`src/rtl/cpu_bus_sequencer.sv`:
```
// cpu_bus_sequencer: multi-byte little-endian access sequencer between the CPU
// stage FSM and an 8-bit memory bus. One request in flight at a time; each byte
// holds the bus for CYCLES_PER_ACCESS clocks and reads are sampled READ_LATENCY
// edges after the address is driven.
//
// Request handshake: a request is accepted on a rising edge where req_valid and
// req_ready are both high. req_ready is high only in IDLE and not under reset.
// req_* inputs are captured at accept and ignored until the next accept.
// Completion is a single-clock rsp_valid pulse. rsp_rdata holds its value until
// the next accept.
module cpu_bus_sequencer #(
    parameter int MAX_BYTES         = 2,
    parameter int CYCLES_PER_ACCESS = 4,
    parameter int READ_LATENCY      = 1,
    parameter int ADDR_W            = 16,
    localparam int LEN_W            = $clog2(MAX_BYTES + 1)
) (
    input  logic                   clk,
    input  logic                   reset,
    input  logic                   req_valid,
    output logic                   req_ready,
    input  logic                   req_write,
    input  logic                   req_sext,
    input  logic [ADDR_W-1:0]      req_addr,
    input  logic [LEN_W-1:0]       req_len,
    input  logic [8*MAX_BYTES-1:0] req_wdata,
    output logic                   rsp_valid,
    output logic [8*MAX_BYTES-1:0] rsp_rdata,
    output logic                   busy,
    output logic [ADDR_W-1:0]      mem_addr,
    output logic [7:0]             mem_data_write,
    output logic                   mem_do_write,
    input  logic [7:0]             mem_data_read
);

    localparam int DW     = 8 * MAX_BYTES;
    localparam int BYTE_W = (MAX_BYTES > 1) ? $clog2(MAX_BYTES) : 1;
    localparam int CYC_W  = $clog2(CYCLES_PER_ACCESS);

    typedef enum logic [1:0] {
        IDLE   = 2'd0,
        ACCESS = 2'd1,
        DONE   = 2'd2
    } state_t;

    state_t             state_q, state_d;
    logic [BYTE_W-1:0]  byte_q, byte_d;
    logic [CYC_W-1:0]   cyc_q, cyc_d;
    logic [ADDR_W-1:0]  addr_q, addr_d;
    logic [LEN_W-1:0]   len_q, len_d;
    logic               write_q, write_d;
    logic               sext_q, sext_d;
    logic [DW-1:0]      wdata_q, wdata_d;
    logic               rsp_valid_q, rsp_valid_d;
    logic [DW-1:0]      rsp_rdata_q, rsp_rdata_d;
    logic [ADDR_W-1:0]  mem_addr_q, mem_addr_d;
    logic [7:0]         mem_wdata_q, mem_wdata_d;
    logic               mem_do_write_q, mem_do_write_d;
    logic               last_byte;

    assign req_ready      = (state_q == IDLE) && !reset;
    assign busy           = !req_ready;
    assign rsp_valid      = rsp_valid_q;
    assign rsp_rdata      = rsp_rdata_q;
    assign mem_addr       = mem_addr_q;
    assign mem_data_write = mem_wdata_q;
    assign mem_do_write   = mem_do_write_q;

    // Next-state logic: sequences bytes, drives the bus one byte window at a time.
    always_comb begin
        state_d        = state_q;
        byte_d         = byte_q;
        cyc_d          = cyc_q;
        addr_d         = addr_q;
        len_d          = len_q;
        write_d        = write_q;
        sext_d         = sext_q;
        wdata_d        = wdata_q;
        rsp_valid_d    = 1'b0;
        rsp_rdata_d    = rsp_rdata_q;
        mem_addr_d     = mem_addr_q;
        mem_wdata_d    = mem_wdata_q;
        mem_do_write_d = 1'b0;
        last_byte      = ((LEN_W'(byte_q) + LEN_W'(1)) == len_q);

        case (state_q)
            IDLE: begin
                if (req_valid) begin
                    addr_d      = req_addr;
                    write_d     = req_write;
                    sext_d      = req_sext;
                    wdata_d     = req_wdata;
                    len_d       = (req_len > LEN_W'(MAX_BYTES)) ? LEN_W'(MAX_BYTES) : req_len;
                    rsp_rdata_d = '0;
                    byte_d      = '0;
                    cyc_d       = '0;
                    if (req_len == '0) begin
                        // Zero-length request completes without touching the bus.
                        state_d     = DONE;
                        rsp_valid_d = 1'b1;
                    end else begin
                        state_d    = ACCESS;
                        mem_addr_d = req_addr;
                        if (req_write) begin
                            mem_wdata_d    = req_wdata[7:0];
                            mem_do_write_d = 1'b1;
                        end
                    end
                end
            end
            ACCESS: begin
                if (!write_q && cyc_q == CYC_W'(READ_LATENCY - 1)) begin
                    rsp_rdata_d[8*int'(byte_q) +: 8] = mem_data_read;
                end
                if (cyc_q == CYC_W'(CYCLES_PER_ACCESS - 1)) begin
                    cyc_d = '0;
                    if (last_byte) begin
                        state_d     = DONE;
                        rsp_valid_d = 1'b1;
                        // Byte 0 was captured earlier in the window, so its sign bit is final here.
                        if (!write_q && sext_q && len_q == LEN_W'(1)) begin
                            for (int b = 1; b < MAX_BYTES; b++) begin
                                rsp_rdata_d[8*b +: 8] = {8{rsp_rdata_q[7]}};
                            end
                        end
                    end else begin
                        byte_d     = byte_q + BYTE_W'(1);
                        mem_addr_d = addr_q + ADDR_W'(byte_q) + ADDR_W'(1);
                        if (write_q) begin
                            mem_wdata_d    = wdata_q[8*(int'(byte_q) + 1) +: 8];
                            mem_do_write_d = 1'b1;
                        end
                    end
                end else begin
                    cyc_d = cyc_q + CYC_W'(1);
                end
            end
            DONE: begin
                state_d = IDLE;
            end
            default: begin
                state_d = IDLE;
            end
        endcase
    end

    // State and registered outputs; reset aborts any access in progress.
    always_ff @(posedge clk) begin
        if (reset) begin
            state_q        <= IDLE;
            byte_q         <= '0;
            cyc_q          <= '0;
            addr_q         <= '0;
            len_q          <= '0;
            write_q        <= 1'b0;
            sext_q         <= 1'b0;
            wdata_q        <= '0;
            rsp_valid_q    <= 1'b0;
            rsp_rdata_q    <= '0;
            mem_addr_q     <= '0;
            mem_wdata_q    <= '0;
            mem_do_write_q <= 1'b0;
        end else begin
            state_q        <= state_d;
            byte_q         <= byte_d;
            cyc_q          <= cyc_d;
            addr_q         <= addr_d;
            len_q          <= len_d;
            write_q        <= write_d;
            sext_q         <= sext_d;
            wdata_q        <= wdata_d;
            rsp_valid_q    <= rsp_valid_d;
            rsp_rdata_q    <= rsp_rdata_d;
            mem_addr_q     <= mem_addr_d;
            mem_wdata_q    <= mem_wdata_d;
            mem_do_write_q <= mem_do_write_d;
        end
    end

endmodule

```
`config.mk`:
```
export PLATFORM = sky130hd
export DESIGN_NAME = cpu_bus_sequencer
export DESIGN_NICKNAME = d
export VERILOG_FILES = /design/src/rtl/cpu_bus_sequencer.sv
export SDC_FILE = /design/constraint.sdc
export NUM_CORES = 1
export LEC_CHECK = 0
export ABC_AREA = 1
export BUFFER_PORTS_ARGS = -buffer_cell sky130_fd_sc_hd__clkbuf_2
export CORE_MARGIN = 2
export CORE_UTILIZATION = 45
export CTS_CLUSTER_SIZE = 24
export DETAILED_ROUTE_END_ITERATION = 12
export PLACE_DENSITY_LB_ADDON = 0.3
export SKIP_LAST_GASP = 1
export SLEW_MARGIN = 40
export SYNTH_ARGS = -nofsm -noshare
export SYNTH_HDL_FRONTEND = slang
export SYNTH_SLANG_ARGS = --single-unit
```
`constraint.sdc`:
```
create_clock -name clk -period 1.8 [get_ports clk]
set_input_delay 0.18 -clock clk [delete_from_list [all_inputs] [get_ports clk]]
set_output_delay 0.18 -clock clk [all_outputs]
set_load 0.02 [all_outputs]
```
==> flow_summary.ini <==
[outcome]
status = finished clean

[drt]
routedWlPerCell_um = 12.6
drt_iter0_drc = 181
ant_nets = 0
drc = 0
wirelength_mm = 9.30
dr.pass1.iters = 4
viasPerCell = 4.94
num_vias = 3643

[synthesis]
synthTopCellsByArea = dfxtp_1 42%, nand2_1 15%, a21oi_1 7.6%
synth_top_area_cell = dfxtp_1
netlist_instances = 541
synth_ff_type = dfxtp_1
synth_common_cells = 145 x nand2_1, 75 x dfxtp_1, 73 x nor2_1
synth-seq-cells = 75
ys_warn_count = 0
synth_top_area_share_pct = 41.6
syn_area_mm2 = 0.00361
synthArstFlopShare_pct = 0
yosysMostFrequentCell = nand2_1
seq_area_frac_synth_pct = 41.6
synth_fp_nets = 592
synth_edf_count = 0
syn_avg_cell_area_um2 = 6.67
synth_cell_types = 27

[sta]
period_minus_slack_ns = 1.65
fmax_mhz = 605
holdWs_ns = 0.0576
fin_skew_ns = 0.0125
slew_headroom_pct = 73.6
setup_violations = 0
hold_viol = 0
worstMarginPinSlew_ns = 0.395
worst_slack_ns = 0.147
slew_viol_final = 0
rsz0062_at_grt = yes
period_share_pct = 91.8

[clocking]
clkTransAtPathRegs_ns = 0.08
cts_buffer_depth = 2
numCtsBuffers = 9
clock_sinks = 75
cts_tree = done
htree_levels = 3
clock_latency_ns = 0.36
clockRootBuffer = clkbuf_8

[global_routing]
antenna_found_initial = 0
grt_pass1_wl_mm = 15.7
grt_max_degree = 41
grt_usage_pct = 22.6
overflow = 0
grt_pass1_vias = 3411

[power]
clock_power_share_pct = 35.5
max-vdd-ir-drop_mv = 0.625
switchingPower_w = 0.00135
seq_power_share_pct = 43.0
leakagePower_nw = 2.06
power_w = 0.00444
powerDensity_mw_per_mm2 = 1000
p_sw_share_pct = 30.3
power_frac_comb_pct = 21.5
p_int_w = 0.00310

[placement]
dp.final_hpwl_mm = 6.57
dp.cells = 720
routabilityCongestion = 0.942
numPortBuffers = 90
pre_cts_slack_ns = 0.0242
placed_cell_area_mm2 = 0.00417

[critical_path]
worstPathCellList = inv_1 -> ha_1 -> inv_1 -> ha_2 -> nand2_2 -> nor2_4 -> buf_4 -> nand3_1 -> nand2_1 -> nand3_1 -> nand2_1 -> a21oi_1
crit_cells = 12
crit_type = flop to flop
cp-start-kind = flop
crit_end = mem_addr[12]
max_stage_delay_ns = 0.33
cp.arrival_ns = 1.89
cp.required_ns = 2.03
critPathLaunch = byte_q
r2r-start = byte_q
cp-end-kind = flop
slowest_stage = dfxtp_1
path_buf_inv = 3
r2r_end = mem_addr[12]
crit_family = simple AND/OR/NAND/NOR gates
reg2regPathDepth = 12
reg2reg_slack_ns = 0.15
crit_fanout = 4

[hold_path]
worstHoldPathType = input pin to flop
min_path_cells = 3

[floorplan]
core_area_mm2 = 0.00777
io_pins = 91
dieArea_mm2 = 0.00875
fp-row-count = 32
start_util_pct = 46.5
die_w_um = 93.6
die_y_um = 93.6

[layout]
layout.nets = 681
area_growth_pct = 23.1
num_antenna_cells = 0
stdcell_area_mm2 = 0.00444
fin_cells = 737
drive_gt1_share_pct = 22.0

[flow_run]
maxCapViolations = 0
-- flip-flops by register name (all words and copies together) (netlist names) --
name            count
sext_q              1
byte_q              1
rsp_valid           1
mem_data_write      8
wdata_q             8
addr_q             16
cyc_q               2
len_q               2
rsp_rdata          16
state_q             2
mem_addr           16
write_q             1
mem_do_write        1
-- through the flow --
step           setup TNS [ns]  utilization, %
2_1_floorplan               0               -
3_3_place_gp                0            53.7
3_5_place_dp                0            53.7
4_1_cts                     0            56.8
5_1_grt               -0.0330            57.2
6_report                    0            57.2
-- worst min path at each step --
stage	to	startpoint	slack, ns
2_1_floorplan	len_q[0]	req_len[0]	0.32
3_3_place_gp	len_q[0]	req_len[0]	0.43
3_5_place_dp	rsp_rdata[2]	mem_data_read[2]	0.44
4_1_cts	rsp_rdata[2]	mem_data_read[2]	0.05
5_1_grt	rsp_rdata[4]	mem_data_read[4]	0.08
6_report	rsp_rdata[2]	mem_data_read[2]	0.06
-- per-layer routing --
layer	global-route usage (%)	routed length (um)
met5	0	0
met2	36.0	4200
met1	29.8	4390
met3	5.56	537
met4	8.57	165
-- cell families (layout without fill, tap and decap cells) --
group | Yosys count | count (layout) | share of synthesized area, %
AND/OR/NAND/NOR | 268 | 268 | 31.2
AO/OA/AOI/OAI | 114 | 114 | 16.4
buffers and inverters | 79 | 173 | 9.15
flip-flops | 75 | 75 | 41.6
adder cells (fa/ha/maj) | 4 | 4 | 1.39
XOR/XNOR | 1 | 1 | 0.243
-- worst register-to-register path, cell delays in order, from the launching register on --
cell     delay [ns]
dfxtp_1        0.33
inv_1          0.06
ha_1           0.20
inv_1          0.08
ha_2           0.19
nand2_2        0.08
nor2_4         0.13
buf_4          0.13
nand3_1        0.07
nand2_1        0.07
nand3_1        0.07
nand2_1        0.07
a21oi_1        0.05
-- power by group through the flow --
stage               clock (W)  combinational, W  sequential (W)
global placement            0          0.000932         0.00194
finish                0.00158          0.000955         0.00191
CTS                   0.00160          0.000953         0.00191
detailed placement          0          0.000946         0.00195
floorplan                   0          0.000569         0.00202
global route          0.00167           0.00108         0.00193
-- cell usage in the layout (no fill, tap or decap) --
| cell type | n |
|---|---|
| nand2_1 | 143 |
| clkbuf_2 | 90 |
| dfxtp_1 | 75 |
| nor2_1 | 71 |
| a21oi_1 | 55 |
| inv_1 | 51 |
| o21ai_0 | 48 |
| nand3_1 | 34 |
| clkbuf_8 | 10 |
| buf_4 | 10 |
| nand4_1 | 6 |
| nor2_2 | 5 |
| inv_2 | 4 |
| nand2_2 | 4 |
| a21oi_2 | 3 |
| ha_1 | 3 |
| bufinv_16 | 3 |
| nor2_4 | 2 |
| a211oi_1 | 2 |
| o21ai_1 | 2 |
| o22ai_1 | 2 |
| clkinv_2 | 2 |
| buf_12 | 2 |
| nand2_4 | 1 |
| nor2_8 | 1 |
| o211ai_1 | 1 |
| nand4_4 | 1 |
| xor2_1 | 1 |
| o21ai_2 | 1 |
| ha_2 | 1 |
| clkbuf_1 | 1 |
-- what timing repair did --
action / CTS / global route
gates resized for setup: 0 / 7
hold buffers: 0 / 0
buffers inserted: 0 / 1
endpoints found under the setup margin: 0 / 5
-- final cells by class --
type | count | area [um^2]
Inverter | 55 | 206
Tap cell | 102 | 128
Sequential cell | 75 | 1500
Clock buffer | 11 | 141
Fill cell | 751 | 3330
Clock inverter | 5 | 100
Multi-Input combinational cell | 387 | 1800
Timing Repair Buffer | 102 | 566
Note: power is estimated with default switching activity, not from simulation.
